<file path="src/rtl/qspi_arb_pkg.sv">
// Shared types and safe pad levels for the QSPI pad arbiter.
package qspi_arb_pkg;

   typedef enum logic [1:0] {
      IDLE = 2'd0,
      OWN  = 2'd1,
      GAP  = 2'd2
   } arb_state_e;

   localparam logic              SAFE_CS_N = 1'b1;
   localparam logic              SAFE_CLK  = 1'b0;
   localparam int                MAX_IO    = 32;
   localparam logic [MAX_IO-1:0] SAFE_OE_N = {MAX_IO{1'b1}};

   // Width of a down-counter holding 0..n, never narrower than one bit.
   function automatic int cnt_width(input int n);
      return ($clog2(n + 1) < 1) ? 1 : $clog2(n + 1);
   endfunction

endpackage

</file>
<file path="src/rtl/qspi_bus_arbiter_if.sv">
// Bus bundle between the two pin-level QSPI masters, the arbiter and the flash pads.
interface qspi_bus_arbiter_if #(
   parameter int NUM_IO = 4
);
   logic [1:0]          req_i;
   logic [1:0]          gnt_o;
   logic [1:0]          m_sck_i;
   logic [1:0]          m_cs_ni;
   logic [2*NUM_IO-1:0] m_io_i;
   logic [2*NUM_IO-1:0] m_io_oe_ni;
   logic [2*NUM_IO-1:0] m_io_o;
   logic                flash_clk_o;
   logic                flash_cs_no;
   logic [NUM_IO-1:0]   flash_io_o;
   logic [NUM_IO-1:0]   flash_io_oe_no;
   logic [NUM_IO-1:0]   flash_io_i;
   logic                owner_o;
   logic                busy_o;

   // Arbiter side
   modport slave (
      input  req_i, m_sck_i, m_cs_ni, m_io_i, m_io_oe_ni, flash_io_i,
      output gnt_o, m_io_o, flash_clk_o, flash_cs_no, flash_io_o, flash_io_oe_no,
             owner_o, busy_o
   );

   // Masters and pad side
   modport master (
      output req_i, m_sck_i, m_cs_ni, m_io_i, m_io_oe_ni, flash_io_i,
      input  gnt_o, m_io_o, flash_clk_o, flash_cs_no, flash_io_o, flash_io_oe_no,
             owner_o, busy_o
   );
endinterface

</file>
<file path="src/rtl/qspi_pin_mux.sv">
// Combinational pad selection: owner's pins to the pads, or safe pad levels,
// plus routing of pad read data back to the owner only.
module qspi_pin_mux
   import qspi_arb_pkg::*;
#(
   parameter int NUM_IO = 4
) (
   input  logic                i_drive,
   input  logic                i_owner,
   input  logic [1:0]          i_m_sck,
   input  logic [1:0]          i_m_cs_n,
   input  logic [2*NUM_IO-1:0] i_m_io,
   input  logic [2*NUM_IO-1:0] i_m_io_oe_n,
   input  logic [NUM_IO-1:0]   i_flash_io,
   output logic [2*NUM_IO-1:0] o_m_io,
   output logic                o_flash_clk,
   output logic                o_flash_cs_n,
   output logic [NUM_IO-1:0]   o_flash_io,
   output logic [NUM_IO-1:0]   o_flash_io_oe_n
);

   // Owner drives the pads with zero latency; the non-owner is fully gated off.
   always_comb begin
      o_flash_clk     = SAFE_CLK;
      o_flash_cs_n    = SAFE_CS_N;
      o_flash_io      = {NUM_IO{1'b0}};
      o_flash_io_oe_n = SAFE_OE_N[NUM_IO-1:0];
      o_m_io          = {(2*NUM_IO){1'b0}};
      if (i_drive) begin
         if (i_owner) begin
            o_flash_clk               = i_m_sck[1];
            o_flash_cs_n              = i_m_cs_n[1];
            o_flash_io                = i_m_io[NUM_IO +: NUM_IO];
            o_flash_io_oe_n           = i_m_io_oe_n[NUM_IO +: NUM_IO];
            o_m_io[NUM_IO +: NUM_IO]  = i_flash_io;
         end else begin
            o_flash_clk               = i_m_sck[0];
            o_flash_cs_n              = i_m_cs_n[0];
            o_flash_io                = i_m_io[0 +: NUM_IO];
            o_flash_io_oe_n           = i_m_io_oe_n[0 +: NUM_IO];
            o_m_io[0 +: NUM_IO]       = i_flash_io;
         end
      end else begin
         o_flash_clk     = SAFE_CLK;
         o_flash_cs_n    = SAFE_CS_N;
         o_flash_io      = {NUM_IO{1'b0}};
         o_flash_io_oe_n = SAFE_OE_N[NUM_IO-1:0];
         o_m_io          = {(2*NUM_IO){1'b0}};
      end
   end

endmodule

</file>
<file path="src/rtl/qspi_bus_arbiter.sv">
// Two-master QSPI pad arbiter: whole-transaction grants, round-robin on ties,
// never revokes while the owner holds cs_n low, forced idle gap between owners.
module qspi_bus_arbiter
   import qspi_arb_pkg::*;
#(
   parameter int NUM_IO     = 4,
   parameter int GAP_CYCLES = 2,
   parameter int GAP_W      = cnt_width(GAP_CYCLES)
) (
   input  logic              clk_i,
   input  logic              rst_ni,
   qspi_bus_arbiter_if.slave bus
);

   // The IDLE cycle that follows GAP is itself part of the idle gap, so GAP
   // is left as soon as the decremented count reaches zero.
   localparam logic [GAP_W-1:0] GAP_LOAD =
      (GAP_CYCLES > 0) ? GAP_W'(GAP_CYCLES - 1) : {GAP_W{1'b0}};

   arb_state_e       r_state;
   arb_state_e       w_state_nxt;
   logic [1:0]       r_gnt;
   logic [1:0]       w_gnt_nxt;
   logic             r_owner;
   logic             w_owner_nxt;
   logic             r_last;
   logic             w_last_nxt;
   logic             r_busy;
   logic             w_busy_nxt;
   logic [GAP_W-1:0] r_gap_cnt;
   logic [GAP_W-1:0] w_gap_nxt;
   logic [GAP_W-1:0] w_gap_dec;
   logic             w_any_req;
   logic             w_winner;
   logic             w_release;
   logic             w_drive;

   assign w_any_req = |bus.req_i;
   assign w_winner  = (bus.req_i == 2'b11) ? ~r_last : bus.req_i[1];
   assign w_release = ~bus.req_i[r_owner] & bus.m_cs_ni[r_owner];
   assign w_gap_dec = (r_gap_cnt != {GAP_W{1'b0}}) ? (r_gap_cnt - GAP_W'(1'b1))
                                                   : {GAP_W{1'b0}};
   assign w_drive   = (r_state == OWN);

   // State, grant, owner, round-robin pointer and gap counter registers.
   always_ff @(posedge clk_i or negedge rst_ni) begin
      if (!rst_ni) begin
         r_state   <= IDLE;
         r_gnt     <= 2'b00;
         r_owner   <= 1'b0;
         r_last    <= 1'b1;
         r_busy    <= 1'b0;
         r_gap_cnt <= {GAP_W{1'b0}};
      end else begin
         r_state   <= w_state_nxt;
         r_gnt     <= w_gnt_nxt;
         r_owner   <= w_owner_nxt;
         r_last    <= w_last_nxt;
         r_busy    <= w_busy_nxt;
         r_gap_cnt <= w_gap_nxt;
      end
   end

   // Next state, gap counter and round-robin pointer.
   always_comb begin
      w_state_nxt = r_state;
      w_gap_nxt   = r_gap_cnt;
      w_last_nxt  = r_last;
      case (r_state)
         IDLE: begin
            if (w_any_req) begin
               w_state_nxt = OWN;
            end else begin
               w_state_nxt = IDLE;
            end
         end
         OWN: begin
            if (w_release) begin
               w_last_nxt = r_owner;
               if (GAP_CYCLES == 0) begin
                  w_state_nxt = IDLE;
               end else begin
                  w_state_nxt = GAP;
                  w_gap_nxt   = GAP_LOAD;
               end
            end else begin
               w_state_nxt = OWN;
            end
         end
         GAP: begin
            w_gap_nxt = w_gap_dec;
            if (w_gap_dec == {GAP_W{1'b0}}) begin
               w_state_nxt = IDLE;
            end else begin
               w_state_nxt = GAP;
            end
         end
         default: begin
            w_state_nxt = IDLE;
            w_gap_nxt   = {GAP_W{1'b0}};
         end
      endcase
   end

   // Next values of the registered grant, owner and busy outputs.
   always_comb begin
      w_gnt_nxt   = r_gnt;
      w_owner_nxt = r_owner;
      w_busy_nxt  = (w_state_nxt != IDLE);
      case (r_state)
         IDLE: begin
            if (w_any_req) begin
               w_owner_nxt = w_winner;
               w_gnt_nxt   = w_winner ? 2'b10 : 2'b01;
            end else begin
               w_gnt_nxt   = 2'b00;
            end
         end
         OWN: begin
            if (w_release) begin
               w_gnt_nxt = 2'b00;
            end else begin
               w_gnt_nxt = r_gnt;
            end
         end
         GAP:     w_gnt_nxt = 2'b00;
         default: w_gnt_nxt = 2'b00;
      endcase
   end

   assign bus.gnt_o   = r_gnt;
   assign bus.owner_o = r_owner;
   assign bus.busy_o  = r_busy;

   qspi_pin_mux #(
      .NUM_IO (NUM_IO)
   ) u_pin_mux (
      .i_drive         (w_drive),
      .i_owner         (r_owner),
      .i_m_sck         (bus.m_sck_i),
      .i_m_cs_n        (bus.m_cs_ni),
      .i_m_io          (bus.m_io_i),
      .i_m_io_oe_n     (bus.m_io_oe_ni),
      .i_flash_io      (bus.flash_io_i),
      .o_m_io          (bus.m_io_o),
      .o_flash_clk     (bus.flash_clk_o),
      .o_flash_cs_n    (bus.flash_cs_no),
      .o_flash_io      (bus.flash_io_o),
      .o_flash_io_oe_n (bus.flash_io_oe_no)
   );

endmodule
</file>
<file path="src/flat_wrapper.sv">
// flat-port wrapper written by rule: the top's interface ports become plain ports
module qspi_bus_arbiter_flat import qspi_arb_pkg::*;
#(
   parameter int NUM_IO     = 4,
   parameter int GAP_CYCLES = 2,
   parameter int GAP_W      = cnt_width(GAP_CYCLES)
)
  (clk_i, rst_ni, bus_req_i, bus_m_sck_i, bus_m_cs_ni, bus_m_io_i, bus_m_io_oe_ni, bus_flash_io_i, bus_gnt_o, bus_m_io_o, bus_flash_clk_o, bus_flash_cs_no, bus_flash_io_o, bus_flash_io_oe_no, bus_owner_o, bus_busy_o);
  qspi_bus_arbiter_if #(.NUM_IO(NUM_IO)) bus_i ();
  input  logic clk_i;
  input  logic rst_ni;
  input wire logic [$bits(bus_i.req_i)-1:0] bus_req_i;
  input wire logic [$bits(bus_i.m_sck_i)-1:0] bus_m_sck_i;
  input wire logic [$bits(bus_i.m_cs_ni)-1:0] bus_m_cs_ni;
  input wire logic [$bits(bus_i.m_io_i)-1:0] bus_m_io_i;
  input wire logic [$bits(bus_i.m_io_oe_ni)-1:0] bus_m_io_oe_ni;
  input wire logic [$bits(bus_i.flash_io_i)-1:0] bus_flash_io_i;
  output wire logic [$bits(bus_i.gnt_o)-1:0] bus_gnt_o;
  output wire logic [$bits(bus_i.m_io_o)-1:0] bus_m_io_o;
  output wire logic [$bits(bus_i.flash_clk_o)-1:0] bus_flash_clk_o;
  output wire logic [$bits(bus_i.flash_cs_no)-1:0] bus_flash_cs_no;
  output wire logic [$bits(bus_i.flash_io_o)-1:0] bus_flash_io_o;
  output wire logic [$bits(bus_i.flash_io_oe_no)-1:0] bus_flash_io_oe_no;
  output wire logic [$bits(bus_i.owner_o)-1:0] bus_owner_o;
  output wire logic [$bits(bus_i.busy_o)-1:0] bus_busy_o;
  assign bus_i.req_i = bus_req_i;
  assign bus_i.m_sck_i = bus_m_sck_i;
  assign bus_i.m_cs_ni = bus_m_cs_ni;
  assign bus_i.m_io_i = bus_m_io_i;
  assign bus_i.m_io_oe_ni = bus_m_io_oe_ni;
  assign bus_i.flash_io_i = bus_flash_io_i;
  assign bus_gnt_o = bus_i.gnt_o;
  assign bus_m_io_o = bus_i.m_io_o;
  assign bus_flash_clk_o = bus_i.flash_clk_o;
  assign bus_flash_cs_no = bus_i.flash_cs_no;
  assign bus_flash_io_o = bus_i.flash_io_o;
  assign bus_flash_io_oe_no = bus_i.flash_io_oe_no;
  assign bus_owner_o = bus_i.owner_o;
  assign bus_busy_o = bus_i.busy_o;
  qspi_bus_arbiter #(.NUM_IO(NUM_IO), .GAP_CYCLES(GAP_CYCLES), .GAP_W(GAP_W)) u_core (.clk_i(clk_i), .rst_ni(rst_ni), .bus(bus_i));
endmodule
</file>
<file path="config.mk">
export PLATFORM = sky130hd
export DESIGN_NAME = qspi_bus_arbiter_flat
export DESIGN_NICKNAME = d
export VERILOG_FILES = /design/src/rtl/qspi_arb_pkg.sv /design/src/rtl/qspi_bus_arbiter_if.sv /design/src/rtl/qspi_pin_mux.sv /design/src/rtl/qspi_bus_arbiter.sv /design/src/flat_wrapper.sv
export SDC_FILE = /design/constraint.sdc
export NUM_CORES = 1
export LEC_CHECK = 0
export ABC_AREA = 0
export BUFFER_PORTS_ARGS = -buffer_cell sky130_fd_sc_hd__buf_4
export CAP_MARGIN = 10
export CORE_MARGIN = 2
export CORE_UTILIZATION = 30
export DETAILED_ROUTE_END_ITERATION = 12
export PLACE_DENSITY = 0.71
export SETUP_SLACK_MARGIN = 0.5
export SLEW_MARGIN = 20
export SYNTH_ARGS = -nofsm -noshare
export SYNTH_HDL_FRONTEND = slang
export SYNTH_HIERARCHICAL = 1
export SYNTH_SLANG_ARGS = --single-unit
</file>
<file path="constraint.sdc">
create_clock -name clk_i -period 3.35 [get_ports clk_i]
set_input_delay 0.5025 -clock clk_i [delete_from_list [all_inputs] [get_ports clk_i]]
set_output_delay 0.5025 -clock clk_i [all_outputs]
set_load 0.01 [all_outputs]
</file>
==> out/qor.txt, run 1 <==
fin. max-slew vios -> 0
Main synth FF type -> dfrtp_1
clock-pin slew on the worst setup and hold paths -> 0.06 ns
first-pass GRT wire length -> 2.787 mm
Net Sw Frac -> 41.65%
Layout area overhead -> 53.77%
largest net degree at the start of global routing -> 23
RSZ-0062 raised after global routing -> false
Cell Chain, Critical Path -> inv_1 -> ha_1 -> nor2b_1 -> and2_1 -> buf_4
number of diodes -> 0
CTS buffer count -> 3
DPL Wire Length -> 1.444 mm
fin crit share -> 72.64%
drt drc -> 0
minimum clock period -> 2.433 ns
setup repair bufs after CTS -> 0
FF-to-FF setup slack -> 1.48 ns
final setup TNS -> 0 ns
Syn. warnings -> 6
CP bufs+invs -> 2
Site Rows -> 17
routed length per instance -> 11.74 microns
Die Ht -> 53.35 microns
worst setup path class -> flip-flop to output port
WL met1 -> 767 microns
Worst Reg2Reg Path Length in Cells -> 3
outcome -> completed
Crit. End Element -> output port
nets@finish -> 159
CP startpoint -> u_core/r_state[1]$_DFF_PN0_
CTS tree -> yes
number of enable flip-flop cells after synthesis -> 0
CP Launch Type -> flip-flop
most common cell in the synthesized netlist -> mux2i_1
Seq/Total Area, Yosys -> 30.99%
Final Hold Vio Count -> 0
Syn Nets -> 108
Die X-Extent -> 53.35 microns
Routed Antenna Nets -> 0
Int Pwr -> 0.4988 mW
peak supply drop -> 0.3381 mV
measured slew at the worst slew-check pin -> 0.7975 ns
Core Util, Final -> 49.83%
DR vias/cell -> 4.649
Combinational Power Share -> 64.6%
Relative slew margins -> 46.83%
Root Buffer -> clkbuf_4
CTS max path bufs -> 2
top-level I/O count -> 50
CP max stage delay -> 0.61 ns
number of global-route vias before repair -> 666
share of total power in the clock network -> 9.6%
Worst R2R End -> u_core/bus.gnt_o[1]$_DFFE_PN0P_
CP Max Fanout -> 22
wire length on met2 -> 890 microns
Clock Skew -> 0.0003351 ns
# resized after CTS -> 0
DIE AREA -> 0.002846 sq mm
DRT Wirelength -> 1.808 mm
Pre-Repair DR Iteration Count -> 4
library cells used by synthesis -> 26
Leakage -> 0.5977 nW
Data arrival, critical path -> 1.93 ns
r2r startpoint -> u_core/bus.owner_o$_DFFE_PN0P_
CTS Sinks -> 9
Max-Cap Viols -> 0
Post-Syn Instances -> 76
Synth area leader -> dfrtp_1
NetSw -> 0.3561 mW
htree depth -> 1
clk_lat worst skew -> 0.25 ns
met3 WL -> 125 microns
Post-synth ARST share -> 100.0%
number of I/O port buffers -> 49
Synth area leaders -> dfrtp_1 27%, mux2i_1 15%, ha_1 6.8%
GRT Residual Overflow -> 0
Initial Util -> 32.41%
Via Count -> 716
Reg power frac -> 25.7%
core area -> 0.002255 sq mm
synthesized flop and latch total -> 9
Hold-fix buffers, CTS -> 0
syn avg cell area -> 9.614 sq um
initial antenna violation count -> 0
fmax -> 0.4109 GHz
HP Class -> input pin to async pin
Post-synth top cells -> 11 x mux2i_1, 8 x dfrtp_1, 8 x nand2_1, 6 x a21oi_1, 6 x nor2b_1
pwr/cell area -> 760.9 mW/mm^2
highest routed layer -> met4
CP max-delay cell -> ha_1
Top delay family on crit path -> adder cells
critical path required time -> 2.85 ns
GRT Util Overall -> 13.30%
gpl congestion -> 0.7246
post-synth top area share -> 27.40%
Mapped Area -> 730.7 sq um
Setup Viol. Count Final -> 0
layout cells sized above 1 -> 46.03%
drt initial violations -> 6
## flip-flops by register name, indices dropped and copies added (netlist names)
register	cells
u_core/bus.gnt_o	2
u_core/bus.owner_o	1
u_core/r_state	2
u_core/r_last	1
u_core/r_gap_cnt	2
u_core/bus.busy_o	1
## layer usage
layer,up-vias,global-route usage (%)
met5,-,0
met4,0,5.128
met3,2,0.8475
met2,33,25.10
met1,318,15.27
li1,363,-
## power groups by stage
stage | clock network, mW | logic (mW) | registers, mW
detailed placement | 0 | 0.558 | 0.223
floorplan | 0 | 0.386 | 0.195
finish | 0.0824 | 0.553 | 0.220
global route | 0.0897 | 0.608 | 0.231
CTS | 0.0859 | 0.561 | 0.222
global placement | 0 | 0.548 | 0.219
## area by class of cell
cell class                 count  area [sq um]
sequential                     9         226.5
inverter                       4         15.01
clock buffer                   4         26.28
tap                           28         35.03
timing repair buffer          49         367.9
fill                         229          1131
multi-input combinational     60         452.9
## placed cells by master (no fill, tap or decap), types with 2 or more instances in the layout
master    count
dfrtp_1       8
ha_1          4
and3_1        5
nand2_1       8
buf_4        49
mux2i_1      11
clkbuf_4      3
a21oi_1       6
nor2b_1       6
inv_1         4
nor2_1        2
nand3b_1      2
and2_1        4
o21ai_0       2
## worst max path at each step
| stage | end | cells past startpoint |
|---|---|---|
| after CTS | bus_m_io_o[2] | 5 |
| after floorplan | bus_flash_clk_o | 4 |
| after global placement | bus_m_io_o[2] | 5 |
| after detailed placement | bus_m_io_o[2] | 5 |
| after global routing | bus_m_io_o[0] | 5 |
| final | bus_m_io_o[3] | 5 |
## worst register-to-register path, delay by kind of cell (launching register included)
family	cells	cell delay, ns
multiplexers	1	0.35
flip-flops	1	0.86
AND/OR/NAND/NOR	2	0.55
## metrics by stage
stage	hold slack [ns]	setup slack [ns]	power [mW]	area (sq um)	std cells
after global routing	0.05984	0.7687	0.9288	1124	154
after floorplan	0.2069	1.602	0.5803	730.7	76
after CTS	0.05792	0.8996	0.8684	1124	154
after detailed placement	0.3318	1.192	0.7811	1097	150
after global placement	0.3297	1.294	0.7673	1097	150
final	0.06081	0.9165	0.8549	1124	154
## kinds of logic after synthesis
logic type / after synthesis / share of synthesized area [%]
multiplexers: 13 / 18.15
buffers and inverters: 7 / 7.019
AND/OR/NAND/NOR: 30 / 24.14
AO/OA/AOI/OAI: 13 / 12.84
adder cells (fa/ha/maj): 4 / 6.850
flip-flops: 9 / 30.99
Power figures use the tool's default switching activity.
==> run 2: changes to the inputs <==
--- a/config.mk
+++ b/config.mk
@@ -5,13 +5,13 @@
 export SDC_FILE = /design/constraint.sdc
 export NUM_CORES = 1
 export LEC_CHECK = 0
-export ABC_AREA = 0
+export ABC_AREA = 1
 export BUFFER_PORTS_ARGS = -buffer_cell sky130_fd_sc_hd__buf_4
 export CAP_MARGIN = 10
 export CORE_MARGIN = 2
 export CORE_UTILIZATION = 30
 export DETAILED_ROUTE_END_ITERATION = 12
-export PLACE_DENSITY = 0.71
+export PLACE_DENSITY = 0.74
 export SETUP_SLACK_MARGIN = 0.5
 export SLEW_MARGIN = 20
 export SYNTH_ARGS = -nofsm -noshare
==> constraint.sdc (replaced) <==
create_clock -name clk_i -period 2 [get_ports clk_i]
set_input_delay 0.3 -clock clk_i [delete_from_list [all_inputs] [get_ports clk_i]]
set_output_delay 0.3 -clock clk_i [all_outputs]
set_load 0.01 [all_outputs]
==> run 2 against run 1 <==
  * Cell count rose by 27%
  * Combinational power increased by 140%
  * Via count increased by 26%
  * Hold slack gained 0.31 ns
  * Register-to-register slack worse by 0.84 ns
  * Global-route usage grew 2.4 points
  * Worst setup slack worse by 0.53 ns
  * Clock power up 61%
  * Cell area increased by 13%
  * Non-clock buffer count grew 11
  * Wire length increased by 26%
  * Total power grew 110%
==> out/qor.txt, run 2 <==
DR vias/cell -> 4.607
Initial Util -> 31.76%
CP bufs+invs -> 3
measured slew at the worst slew-check pin -> 0.2191 ns
top-level I/O count -> 50
DPL Wire Length -> 1.564 mm
post-synth top area share -> 28.22%
worst setup path class -> flip-flop to output port
core area -> 0.002233 sq mm
number of global-route vias before repair -> 805
RSZ-0062 raised after global routing -> true
fmax -> 0.6188 GHz
Synth area leader -> dfrtp_1
GRT Util Overall -> 15.75%
Routed Antenna Nets -> 0
fin crit share -> 80.80%
CTS buffer count -> 3
drt drc -> 0
CP max stage delay -> 0.39 ns
drt initial violations -> 20
Setup Viol. Count Final -> 0
CP max-delay cell -> dfrtp_1
Relative slew margins -> 85.30%
number of enable flip-flop cells after synthesis -> 0
placed instance area -> 0.001077 sq mm
most frequent cells in the layout -> 51 x buf_4, 34 x nand2_1, 14 x inv_1, 12 x nor2_1, 11 x nand3_2
Synth area leaders -> dfrtp_1 28%, nand2_1 20%, nand3_1 14%
Seq/Total Area, Yosys -> 31.92%
number of diodes -> 0
number of I/O port buffers -> 49
Die Ht -> 52.63 microns
Final Hold Slack -> 0.3748 ns
Post-synth ARST share -> 100.0%
htree depth -> 1
peak supply drop -> 0.9414 mV
Final Hold Vio Count -> 0
CP Max Fanout -> 7
clock-pin slew on the worst setup and hold paths -> 0.06 ns
Data arrival, critical path -> 1.32 ns
Syn Nets -> 140
Clock Skew -> 0.004019 ns
non-filler instance count after layout -> 196
Via Count -> 903
outcome -> completed
HP Class -> input pin to flip-flop
pwr/cell area -> 1377 mW/mm^2
Main synth FF type -> dfrtp_1
Leakage -> 0.7291 nW
Pre-Repair DR Iteration Count -> 4
gpl congestion -> 0.7443
CTS tree -> yes
final setup TNS -> 0 ns
synthesized flop and latch total -> 9
Root Buffer -> clkbuf_4
first-pass GRT wire length -> 3.298 mm
minimum clock period -> 1.616 ns
CP Launch Type -> flip-flop
Mapped Area -> 709.4 sq um
cell area after layout -> 0.001274 sq mm
CTS Sinks -> 9
routed length per instance -> 11.63 microns
clk_lat worst skew -> 0.25 ns
Power Total -> 1.753 mW
Site Rows -> 17
syn avg cell area -> 6.569 sq um
Post-synth top cells -> 37 x nand2_1, 20 x nand3_1, 16 x inv_1, 12 x nor2_1, 8 x dfrtp_1
DIE AREA -> 0.002770 sq mm
Syn. warnings -> 6
library cells used by synthesis -> 16
Max-Cap Viols -> 0
Cell Chain, Critical Path -> inv_2 -> ha_4 -> buf_6 -> nand3_2 -> nand2_2 -> buf_6
Post-Syn Instances -> 108
crit-path most repeated cell -> buf_6
Die X-Extent -> 52.63 microns
most common cell after layout, fill and taps aside -> buf_4
CTS max path bufs -> 2
DRT Wirelength -> 2.280 mm
Layout area overhead -> 79.54%
most common cell in the synthesized netlist -> nand2_1
Crit. End Element -> output port
layout cells sized above 1 -> 48.21%
Top delay family on crit path -> flip-flops
fin. max-slew vios -> 0
nets@finish -> 201
critical path required time -> 1.70 ns
Placed Instances -> 183
GRT Residual Overflow -> 0
initial antenna violation count -> 0
largest net degree at the start of global routing -> 17
[run 2: changes by cell type in the layout (fill, tap and decap cells not counted), sizes merged, moves of 10 or more]
cell and change:
buf +10, inv +12, nor2 +10, nand2 +30, mux2i -11, nand3 +20
[run 2: worst min-delay path, cell delays in order]
cell	delay (ns)
buf_4	0.09
o21ai_1	0.08
nand2_1	0.08
nand2_1	0.04
[run 2: cell type report]
class	instances	area (sq um)
inverter	16	60.06
fill	201	959.7
sequential	9	226.5
multi-input combinational	79	442.9
timing repair buffer	60	483.0
clock buffer	4	26.28
tap	28	35.03
[run 2: final timing paths]
path | from | endpoint | slack, ns | cells after the start
max reg2reg | u_core/r_state[1]$_DFF_PN0_ | u_core/bus.gnt_o[1]$_DFFE_PN0P_ | 0.64 | 7
min | bus_req_i[1] | u_core/bus.owner_o$_DFFE_PN0P_ | 0.37 | 4
min reg2reg | u_core/r_last$_DFFE_PN1P_ | u_core/r_last$_DFFE_PN1P_ | 0.46 | 2
max in group asynchronous | rst_ni | u_core/r_last$_DFFE_PN1P_ | 1.39 | 2
max | u_core/r_state[1]$_DFF_PN0_ | bus_flash_io_o[1] | 0.38 | 6
min in group asynchronous | rst_ni | u_core/r_state[1]$_DFF_PN0_ | 0.39 | 2
[run 2: routing by layer]
layer | track usage, % | wire [microns] | up-vias
li1 | - | - | 450
met1 | 18.89 | 908 | 402
met2 | 27.92 | 1108 | 51
met3 | 2.857 | 263 | 0
met4 | 5.128 | 0 | 0
met5 | 0 | 0 | -
[run 2: kinds of logic after synthesis]
group	count (synthesis)	synth area share, %
buf+inv	20	15.52
simple gates	71	42.33
fa+ha+maj	4	7.055
flops	9	31.92
compound gates	4	3.173
[run 2: report_power, final]
part / internal (mW) / switching (mW) / total, mW / leakage [nW]
logic: 0.633 / 0.683 / 1.32 / 0.603
clock network: 0.0764 / 0.0562 / 0.133 / 0.0150
registers: 0.260 / 0.0448 / 0.305 / 0.111
[run 2: repair_timing]
item,CTS,global route
setup buffers,6,2
hold buffers,1,0
hold endpoints to repair,8,0
resized for setup,12,14
endpoints found under the setup margin,24,18
pin swaps,2,6
[run 2: through the flow]
step                util, %  worst slack [ns]
finish                57.03            0.3841
global route          57.03            0.3146
CTS                   53.89            0.4280
detailed placement    48.24            0.3219
global placement      48.24            0.3806
floorplan                 -            0.5977
